`src/rtl/video_rd_scheduler.sv`:
```
// Frame-buffer read scheduler: flushes the pixel FIFO at frame start, then issues
// fixed-length burst reads throttled by FIFO fill level until the frame is fetched.
module video_rd_scheduler #(
    parameter int                ADDR_W      = 28,
    parameter logic [ADDR_W-1:0] BASE_ADDR   = '0,
    parameter int                FRAME_WORDS = 921600,
    parameter int                BURST_LEN   = 64,
    parameter int                FIFO_DEPTH  = 512,
    parameter int                LVL_W       = 10
) (
    input  logic              pixel_clk,
    input  logic              sys_rst_n,
    input  logic              enable,
    input  logic              frame_start,
    input  logic [LVL_W-1:0]  fifo_level,
    input  logic              fifo_empty,
    input  logic              data_req,
    output logic              fifo_flush,
    output logic              rd_req,
    output logic [ADDR_W-1:0] rd_addr,
    output logic [7:0]        rd_len,
    input  logic              rd_ack,
    input  logic              rd_valid,
    output logic              busy,
    output logic              frame_done,
    input  logic              err_clr,
    output logic              err_underrun
);

    localparam int             LW1     = LVL_W + 1;
    localparam logic [20:0]    FRAME_W = 21'(FRAME_WORDS);
    localparam logic [20:0]    BURST_W = 21'(BURST_LEN);
    localparam logic [7:0]     BURST_B = 8'(BURST_LEN);
    localparam logic [LVL_W:0] DEPTH_L = LW1'(FIFO_DEPTH);

    typedef enum logic [2:0] {
        S_IDLE, S_FLUSH, S_CHECK, S_REQ, S_DATA, S_DONE
    } state_t;

    state_t      state, next_state;
    logic [20:0] words_left;
    logic [7:0]  beat_cnt;
    logic        restart_pend;

    logic [7:0]  len_c;
    logic [LVL_W:0] need_c;
    logic        last_beat;

    always_comb begin
        len_c      = (words_left < BURST_W) ? words_left[7:0] : BURST_B;
        // widened by one bit so level + burst cannot wrap before the compare
        need_c     = {1'b0, fifo_level} + LW1'(len_c);
        last_beat  = rd_valid && (beat_cnt == rd_len - 8'd1);
        next_state = state;
        case (state)
            S_IDLE:  if (frame_start && enable) next_state = S_FLUSH;
            S_FLUSH: next_state = S_CHECK;
            S_CHECK: begin
                if (restart_pend || frame_start)      next_state = S_FLUSH;
                else if (!enable || words_left == '0) next_state = S_DONE;
                else if (need_c <= DEPTH_L)           next_state = S_REQ;
            end
            S_REQ:   if (rd_ack) next_state = S_DATA;
            S_DATA:  if (last_beat) next_state = S_CHECK;
            S_DONE:  next_state = frame_start ? S_FLUSH : S_IDLE;
            default: next_state = S_IDLE;
        endcase
    end

    always_ff @(posedge pixel_clk or negedge sys_rst_n) begin
        if (!sys_rst_n) state <= S_IDLE;
        else            state <= next_state;
    end

    // Outputs are registered from next_state so they line up with the state they describe
    always_ff @(posedge pixel_clk or negedge sys_rst_n) begin
        if (!sys_rst_n) begin
            fifo_flush   <= 1'b0;
            rd_req       <= 1'b0;
            rd_addr      <= BASE_ADDR;
            rd_len       <= '0;
            busy         <= 1'b0;
            frame_done   <= 1'b0;
            words_left   <= '0;
            beat_cnt     <= '0;
            restart_pend <= 1'b0;
        end else begin
            fifo_flush <= (next_state == S_FLUSH);
            rd_req     <= (next_state == S_REQ);
            busy       <= (next_state != S_IDLE);
            frame_done <= (state == S_CHECK) && (next_state == S_DONE) && (words_left == '0);
            case (state)
                S_FLUSH: begin
                    rd_addr      <= BASE_ADDR;
                    words_left   <= FRAME_W;
                    restart_pend <= 1'b0;
                end
                S_CHECK: if (next_state == S_REQ) rd_len <= len_c;
                S_REQ: begin
                    if (rd_ack)      beat_cnt     <= '0;
                    if (frame_start) restart_pend <= 1'b1;
                end
                S_DATA: begin
                    if (frame_start) restart_pend <= 1'b1;
                    if (last_beat) begin
                        rd_addr    <= rd_addr + ADDR_W'(rd_len);
                        words_left <= words_left - 21'(rd_len);
                    end else if (rd_valid) begin
                        beat_cnt <= beat_cnt + 8'd1;
                    end
                end
                default: ;
            endcase
        end
    end

    always_ff @(posedge pixel_clk or negedge sys_rst_n) begin
        if (!sys_rst_n)                  err_underrun <= 1'b0;
        else if (err_clr)                err_underrun <= 1'b0;
        else if (data_req && fifo_empty) err_underrun <= 1'b1;
    end

endmodule

```
`config.mk`:
```
export PLATFORM = sky130hd
export DESIGN_NAME = video_rd_scheduler
export DESIGN_NICKNAME = d
export VERILOG_FILES = /design/src/rtl/video_rd_scheduler.sv
export SDC_FILE = /design/constraint.sdc
export NUM_CORES = 1
export LEC_CHECK = 0
export BUFFER_PORTS_ARGS = -buffer_cell sky130_fd_sc_hd__buf_2
export CAP_MARGIN = 20
export CORE_ASPECT_RATIO = 0.75
export CORE_MARGIN = 5
export CORE_UTILIZATION = 55
export DETAILED_ROUTE_END_ITERATION = 8
export MAX_ROUTING_LAYER = met4
export PLACE_DENSITY_LB_ADDON = 0.2
export SLEW_MARGIN = 25
export SYNTH_ARGS = -nofsm -noshare
export SYNTH_HDL_FRONTEND = slang
export SYNTH_SLANG_ARGS = --single-unit
```
`constraint.sdc`:
```
create_clock -name pixel_clk -period 8.6 [get_ports pixel_clk]
set_clock_uncertainty 0.1 [all_clocks]
set_input_delay 0.86 -clock pixel_clk [delete_from_list [all_inputs] [get_ports pixel_clk]]
set_output_delay 0.86 -clock pixel_clk [all_outputs]
set_load 0.01 [all_outputs]
```
==> results of run 1 <==
==> routing by layer <==
layer | part of all wire | GRT usage
met1 | 0.50 | 0.3439
met2 | 0.43 | 0.3519
met3 | 0.056 | 0.05320
met4 | 0.011 | 0.07453
met5 | 0 | -
==> layout by cell type, fill, tap and decap left out, types with 6 or more instances in the layout <==
cell and instances:
nor3_1 15, nand3_1 29, nor4_1 7, mux2i_1 10, a21o_1 9, nand2_1 53
and2_1 13, o21ai_0 26, nor2_1 25, ha_1 26, or2_2 6, clkbuf_16 9
or3_1 7, a22o_1 6, or4_1 25, nand4_1 9, dfrtp_1 74, xnor2_1 9
xor2_1 10, a21oi_1 41, o211ai_1 6, inv_1 30, nor2b_1 7, nand2b_1 14
o31ai_1 25, o21a_1 8, buf_2 59
==> cells by family (layout without fill, tap and decap cells) <==
logic type               Yosys count  after routing
adder cells (fa/ha/maj)           29             29
flip-flops                        74             74
buffers and inverters             54            109
AO/OA/AOI/OAI                    157            157
other                              1              1
AND/OR/NAND/NOR                  229            229
multiplexers                      10             10
XOR/XNOR                          19             19
==> where the power goes <==
| part | internal [mW] | leakage [nW] | total (mW) | switching [mW] |
|---|---|---|---|---|
| Clock | 0.246 | 0.152 | 0.390 | 0.143 |
| Combinational | 0.151 | 1.52 | 0.421 | 0.270 |
| Sequential | 0.393 | 0.994 | 0.445 | 0.0522 |
| Total | 0.790 | 2.66 | 1.26 | 0.466 |
==> final cells by class <==
type,count,area [um2],share of cell area
inverters,30,112.6,0.01961
well taps,112,140.1,0.02441
repair buffers,64,336.6,0.05862
clock inverters,2,35.03,0.006102
flip-flops and latches,74,1852,0.3225
clock buffers,13,270.3,0.04707
multi-input cells,445,2995,0.5217
==> worst max path at each step <==
stage                                    from                    end  cells past startpoint
floorplan           words_left[8]$_DFFE_PN0P_  rd_len[1]$_DFFE_PN0P_                     12
global placement    words_left[8]$_DFFE_PN0P_  rd_len[5]$_DFFE_PN0P_                     11
detailed placement  words_left[8]$_DFFE_PN0P_  rd_len[5]$_DFFE_PN0P_                     11
CTS                 words_left[8]$_DFFE_PN0P_  rd_len[3]$_DFFE_PN0P_                     11
global route        words_left[8]$_DFFE_PN0P_  rd_len[3]$_DFFE_PN0P_                     11
finish              words_left[8]$_DFFE_PN0P_  rd_len[3]$_DFFE_PN0P_                     11
==> worst max-delay path, delay by kind of cell, from the launching register on <==
kind,cells,cell delay [ps]
compound gates,7,1870
simple gates,3,1570
flops,1,430
fa+ha+maj,1,260
==> registers in the layout, summed over array words and instances, names as in the netlist <==
signal	count
beat_cnt	8
busy	1
err_underrun	1
fifo_flush	1
frame_done	1
rd_addr	28
rd_len	8
rd_req	1
restart_pend	1
state	3
words_left	21
==> per-stage QoR <==
step | hold slack (ps) | worst slack [ps] | power (mW) | utilization | std cells
CTS | 394.8 | 4310 | 1.260 | 0.6364 | 739
global placement | 372.5 | 4492 | 0.8503 | 0.6025 | 724
finish | 389.0 | 4313 | 1.256 | 0.6374 | 740
global route | 440.1 | 4046 | 1.336 | 0.6374 | 740
floorplan | 368.0 | 4884 | 0.7539 | - | 573
detailed placement | 383.1 | 4347 | 0.8660 | 0.6025 | 724
==> metrics, run 1 <==
status=complete, no violations; crit path max-delay cell type=or4_1; clock buffer depth=2; TNS Setup=0 ps; nets=672; Layout fillers=790; H-tree Lvls=3; CP Max Fanout=10; crit path cell chain=or4_1 -> nor4_4 -> and2_1 -> ha_1 -> a21o_1 -> a2111oi_0 -> o21a_1 -> o221a_2 -> o211ai_1 -> a221oi_4 -> a22o_1; Slew HR=0.4159; min-delay worst type=reg2reg; Clock transition at path regs=60 ps; crit-path max cell delay=720 ps; Synth Warn #=0; antenna viol nets, final=0; largest cells by area after synthesis=dfrtp_1, ha_1, a21oi_1; synth unique cells=61; Leakage=2.663 nW; number of max-cap violations=0; most frequent cells after synthesis=dfrtp_1, nand2_1, a21oi_1, inv_1, nand3_1; count leader, synth=dfrtp_1; GRT overflow=0; syn_nets=621; core area=9009 um2; drt pass-1 iters=5; Fin. Hold Viols=0; leading area contributor after synthesis=dfrtp_1; pin count of the biggest net entering global routing=75; die width=120.7 um; routability cong.=0.9491; HP Start=err_underrun$_DFFE_PN0P_; CP arrival=4460 ps; Worst Hold Depth=2; mapped cell area=5052 um2; first-pass GRT wire length=21450 um; port bufs=59; Slew Limit Fails=0; sequential element share of the synthesized area=0.3665; crit path time final=4287 ps; antenna violations before repair=0; asr flop ratio synth=1.000; CTS resizes=0; effective utilization at floorplan=0.5608; synthesized area per cell=8.817 um2; TritonCTS clock tree=built; post-CTS setup buffer count=0; highest clock rate=233.3 MHz; synthesized flop and latch total=74; post-synth top area share=0.3665; gate count of the mapped netlist=573; Compound-Gate Fraction of Synth Area=0.2122; Sinks on Clock Net=74; clk_lat worst skew=340 ps; Synth Area in XOR/XNOR=0.03294; Required @ worst endpoint=8770 ps; die height=93.01 um; Tot GR Track Use=0.2433; 1st-iter DRT viols=361; cts bufs inserted=9; final instance area=5742 um2; Post-CTS Hold Fix Bufs=0; Die Area=11220 um2; Placed Area=5428 um2; layout cells sized above 1=0.1433; vias in the first global route=4308; Post-Route WL=12840 um; top_reg_cell synth=dfrtp_1; maximum VDD drop=0.0001141 V; Boundary Pins=60; end of the worst hold path=err_underrun$_DFFE_PN0P_; Synth Area in Simple Gates=0.2509; Worst-Margin Slew=876.1 ps; post-synthesis mux area share=0.01981; Layout area overhead=13.65%; Adder-Cell Fraction of Synth Area=0.07628; cells on worst reg2reg path=11; DRC Markers=0; CTS root buffer=clkbuf_16; vias per cell=6.227; endpoints failing setup=0; drt wl/cell=17.36 um; n_diodes=0; Final Cycle Share=0.4985; detailed-route via count=4608; WS Path Type=reg2reg; r2r setup slk=4310 ps; pwr/cell area=218.8 nW/um2; DP Wirelength=9114 um; largest family of logic cells by synthesized area=simple AND/OR/NAND/NOR gates; critical path launch point type=register; worst reg2reg startpoint=words_left[8]$_DFFE_PN0P_; CP endpoint kind=register; num rows=30; number of synthesized flops with an enable pin=0; RSZ-0062 raised after global routing=false; reg2reg end=rd_len[3]$_DFFE_PN0P_
(Power assumes the default switching activity.)
==> inputs of run 2 (changes only) <==
--- a/config.mk
+++ b/config.mk
@@ -9,7 +9,7 @@
 export CAP_MARGIN = 20
 export CORE_ASPECT_RATIO = 0.75
 export CORE_MARGIN = 5
-export CORE_UTILIZATION = 55
+export CORE_UTILIZATION = 54
 export DETAILED_ROUTE_END_ITERATION = 8
 export MAX_ROUTING_LAYER = met4
 export PLACE_DENSITY_LB_ADDON = 0.2
==> constraint.sdc (replaced) <==
create_clock -name pixel_clk -period 3.9 [get_ports pixel_clk]
set_clock_uncertainty 0.1 [all_clocks]
set_input_delay 0.39 -clock pixel_clk [delete_from_list [all_inputs] [get_ports pixel_clk]]
set_output_delay 0.39 -clock pixel_clk [all_outputs]
set_load 0.01 [all_outputs]
==> run 2 against run 1 <==
Critical endpoint is now rd_len[1]$_DFFE_PN0P_. Maximum frequency rose by 11%. Setup slack got worse by 4300 ps. The flow now finishes with violations (negative hold slack). Largest power group is now combinational logic. Highest routed layer unchanged. Hold slack got worse by 420 ps. Power rose by 130%. Register-to-register slack got worse by 4300 ps.
==> metrics, run 2 (synthesis results as in run 1) <==
clock buffer depth=2 (unchanged); Top reg by flops=rd_addr; number of max-cap violations=0 (unchanged); crit path cell chain=or4_4 -> nor4_4 -> buf_4 -> buf_6 -> inv_4 -> nor2_2 -> ha_2 -> fa_1 -> a21oi_1 -> nand3b_1 -> o31ai_1 -> nor3_1 -> o211ai_1 -> a221oi_4 -> a22o_1; Clock transition at path regs=60 ps (about the same); TritonCTS clock tree=built; registers with the most flip-flops=rd_addr x28, words_left x21; endpoints failing setup=0 (unchanged); Slew HR=0.5491 (+0.1332); WS Path Type=reg2reg; first-pass GRT wire length=21820 um (+1.8%); CTS root buffer=clkbuf_16; effective utilization at floorplan=0.5562 (-0.004635); Final Cycle Share=0.9867 (+0.4882); DP Wirelength=9652 um (+5.9%); CP arrival=4020 ps (-440 ps); cts bufs inserted=9 (unchanged); die width=121.7 um (+0.85%); Layout fillers=796 (+0.76%); antenna violations before repair=0 (unchanged); antenna viol nets, final=0 (unchanged); Layout Cells excl Fill=774 (+4.6%); CP endpoint kind=register; n_diodes=0 (unchanged); H-tree Lvls=3 (unchanged); die height=93.77 um (+0.82%); 1st-iter DRT viols=350 (-3.0%); Worst-Margin Slew=676.4 ps (-199.7 ps); min-delay worst type=in2async; Internal=1.800 mW (+130%); CP Max Fanout=7 (-3); Fin. Hold Viols=45 (+45); failing checks=negative hold slack; crit-path max cell delay=570 ps (-150 ps); Slew Limit Fails=0 (unchanged); layout cells sized above 1=0.1827 (+0.03935); commonest non-fill, non-tap cell in the layout=dfrtp_1; clk_lat worst skew=340 ps (about the same); drt wl/cell=17.57 um (+1.2%); Largest register FFs=28 (unchanged); Seq pwr share=0.341 (-0.014); Sinks on Clock Net=74 (unchanged); detailed-route via count=4791 (+4.0%); sw frac=0.3722 (+0.001295); clock network power share=0.306 (-0.004); vias in the first global route=4398 (+2.1%); critical path launch point type=register; core area=9084 um2 (+0.83%); DP Cell Count=754 (+4.1%); switching power=1.067 mW (+130%); maximum VDD drop=0.0003588 V (+210%); pin count of the biggest net entering global routing=75 (unchanged); Gate power share=0.352 (+0.017); port bufs=59 (unchanged); drt pass-1 iters=5 (unchanged); nets=690 (+2.7%); Tot GR Track Use=0.2462 (+0.002899); Boundary Pins=60 (unchanged); TNS Setup=0 ps (unchanged); Leakage=2.765 nW (+3.8%); routability cong.=0.9671 (+1.9%); highest clock rate=259.9 MHz (+11%); DRC Markers=0 (unchanged); Post-CTS Hold Fix Bufs=0 (unchanged); Die Area=11410 um2 (+1.7%); GRT overflow=0 (unchanged); Required @ worst endpoint=4070 ps (-4700 ps); crit path max-delay cell type=or4_4; Post-Route WL=13600 um (+5.9%); most frequent cells in the layout=dfrtp_1, buf_2, nand2_1; pwr/cell area=481.3 nW/um2 (+120%); vias per cell=6.190 (-0.60%); Layout area overhead=17.90%; num rows=30 (unchanged); Min Hold Slack=-33.60 ps (-422.5 ps); status=finished with violations; crit path time final=3848 ps (-438.8 ps)
## run 2: per-layer routing
| metal | track usage | routed length (um) | vias up |
|---|---|---|---|
| met4 | 0.04851 | 93 | 0 |
| met1 | 0.3557 | 6582 | 2342 |
| li1 | - | - | 2269 |
| met3 | 0.05539 | 940 | 9 |
| met2 | 0.3572 | 5981 | 171 |
| met5 | - | 0 | - |
## run 2: power by group through the flow
stage | logic (mW) | registers [mW] | clock network (mW)
global placement | 0.952 | 0.975 | 0
floorplan | 0.710 | 0.953 | 0
global route | 1.11 | 0.993 | 0.929
detailed placement | 0.983 | 0.983 | 0
finish | 1.01 | 0.979 | 0.878
CTS | 0.991 | 0.971 | 0.892
## run 2: worst paths after layout
path                            slack (ps)                 startpoint                    endpoint  cells past startpoint
max in group asynchronous             3240                  sys_rst_n  words_left[16]$_DFFE_PN0P_                      1
min in group pixel_clk                 100                    err_clr    err_underrun$_DFFE_PN0P_                      2
worst min register to register         390   err_underrun$_DFFE_PN0P_    err_underrun$_DFFE_PN0P_                      2
worst min-delay path                   -30                  sys_rst_n            rd_req$_DFF_PN0_                      1
worst max register to register          50  words_left[8]$_DFFE_PN0P_       rd_len[1]$_DFFE_PN0P_                     15
worst max-delay path                    50  words_left[8]$_DFFE_PN0P_       rd_len[1]$_DFFE_PN0P_                     15
## run 2: layout make-up
class                   instances  area (um2)  area share
multi-input cells             445        3043      0.5108
flip-flops and latches         74        1853      0.3111
repair buffers                 82       478.0     0.08024
clock buffers                  10       229.0     0.03844
well taps                     128       160.2     0.02689
inverters                      30       115.1     0.01932
clock inverters                 5       78.83     0.01323
## run 2: stage by stage
stage	area [um2]	total power, mW	worst slack, ps	util	hold slack, ps
6_report	5957	2.867	51.77	0.6558	-33.60
3_3_place_gp	5553	1.928	-11.30	0.6113	371.5
2_1_floorplan	5052	1.662	183.6	-	-5.591
3_5_place_dp	5553	1.967	-127.1	0.6113	380.9
4_1_cts	5877	2.854	49.26	0.6470	88.16
5_1_grt	5957	3.030	-93.20	0.6558	16.10
## run 2: worst max-delay path: cells and delay by family, from the launching register on
kind                       cells  cell delay (ps)
adders and majority gates      2              400
DFF                            1              370
AOI/OAI and AO/OA              5             1190
and+or+nand+nor                5             1400
buffers and inverters          3              330
## run 2: timing repair
item | in CTS | in global routing
resized for setup | 1 | 13
pin swaps | 1 | 6
setup buffers | 2 | 3
setup endpoints to repair | 9 | 9
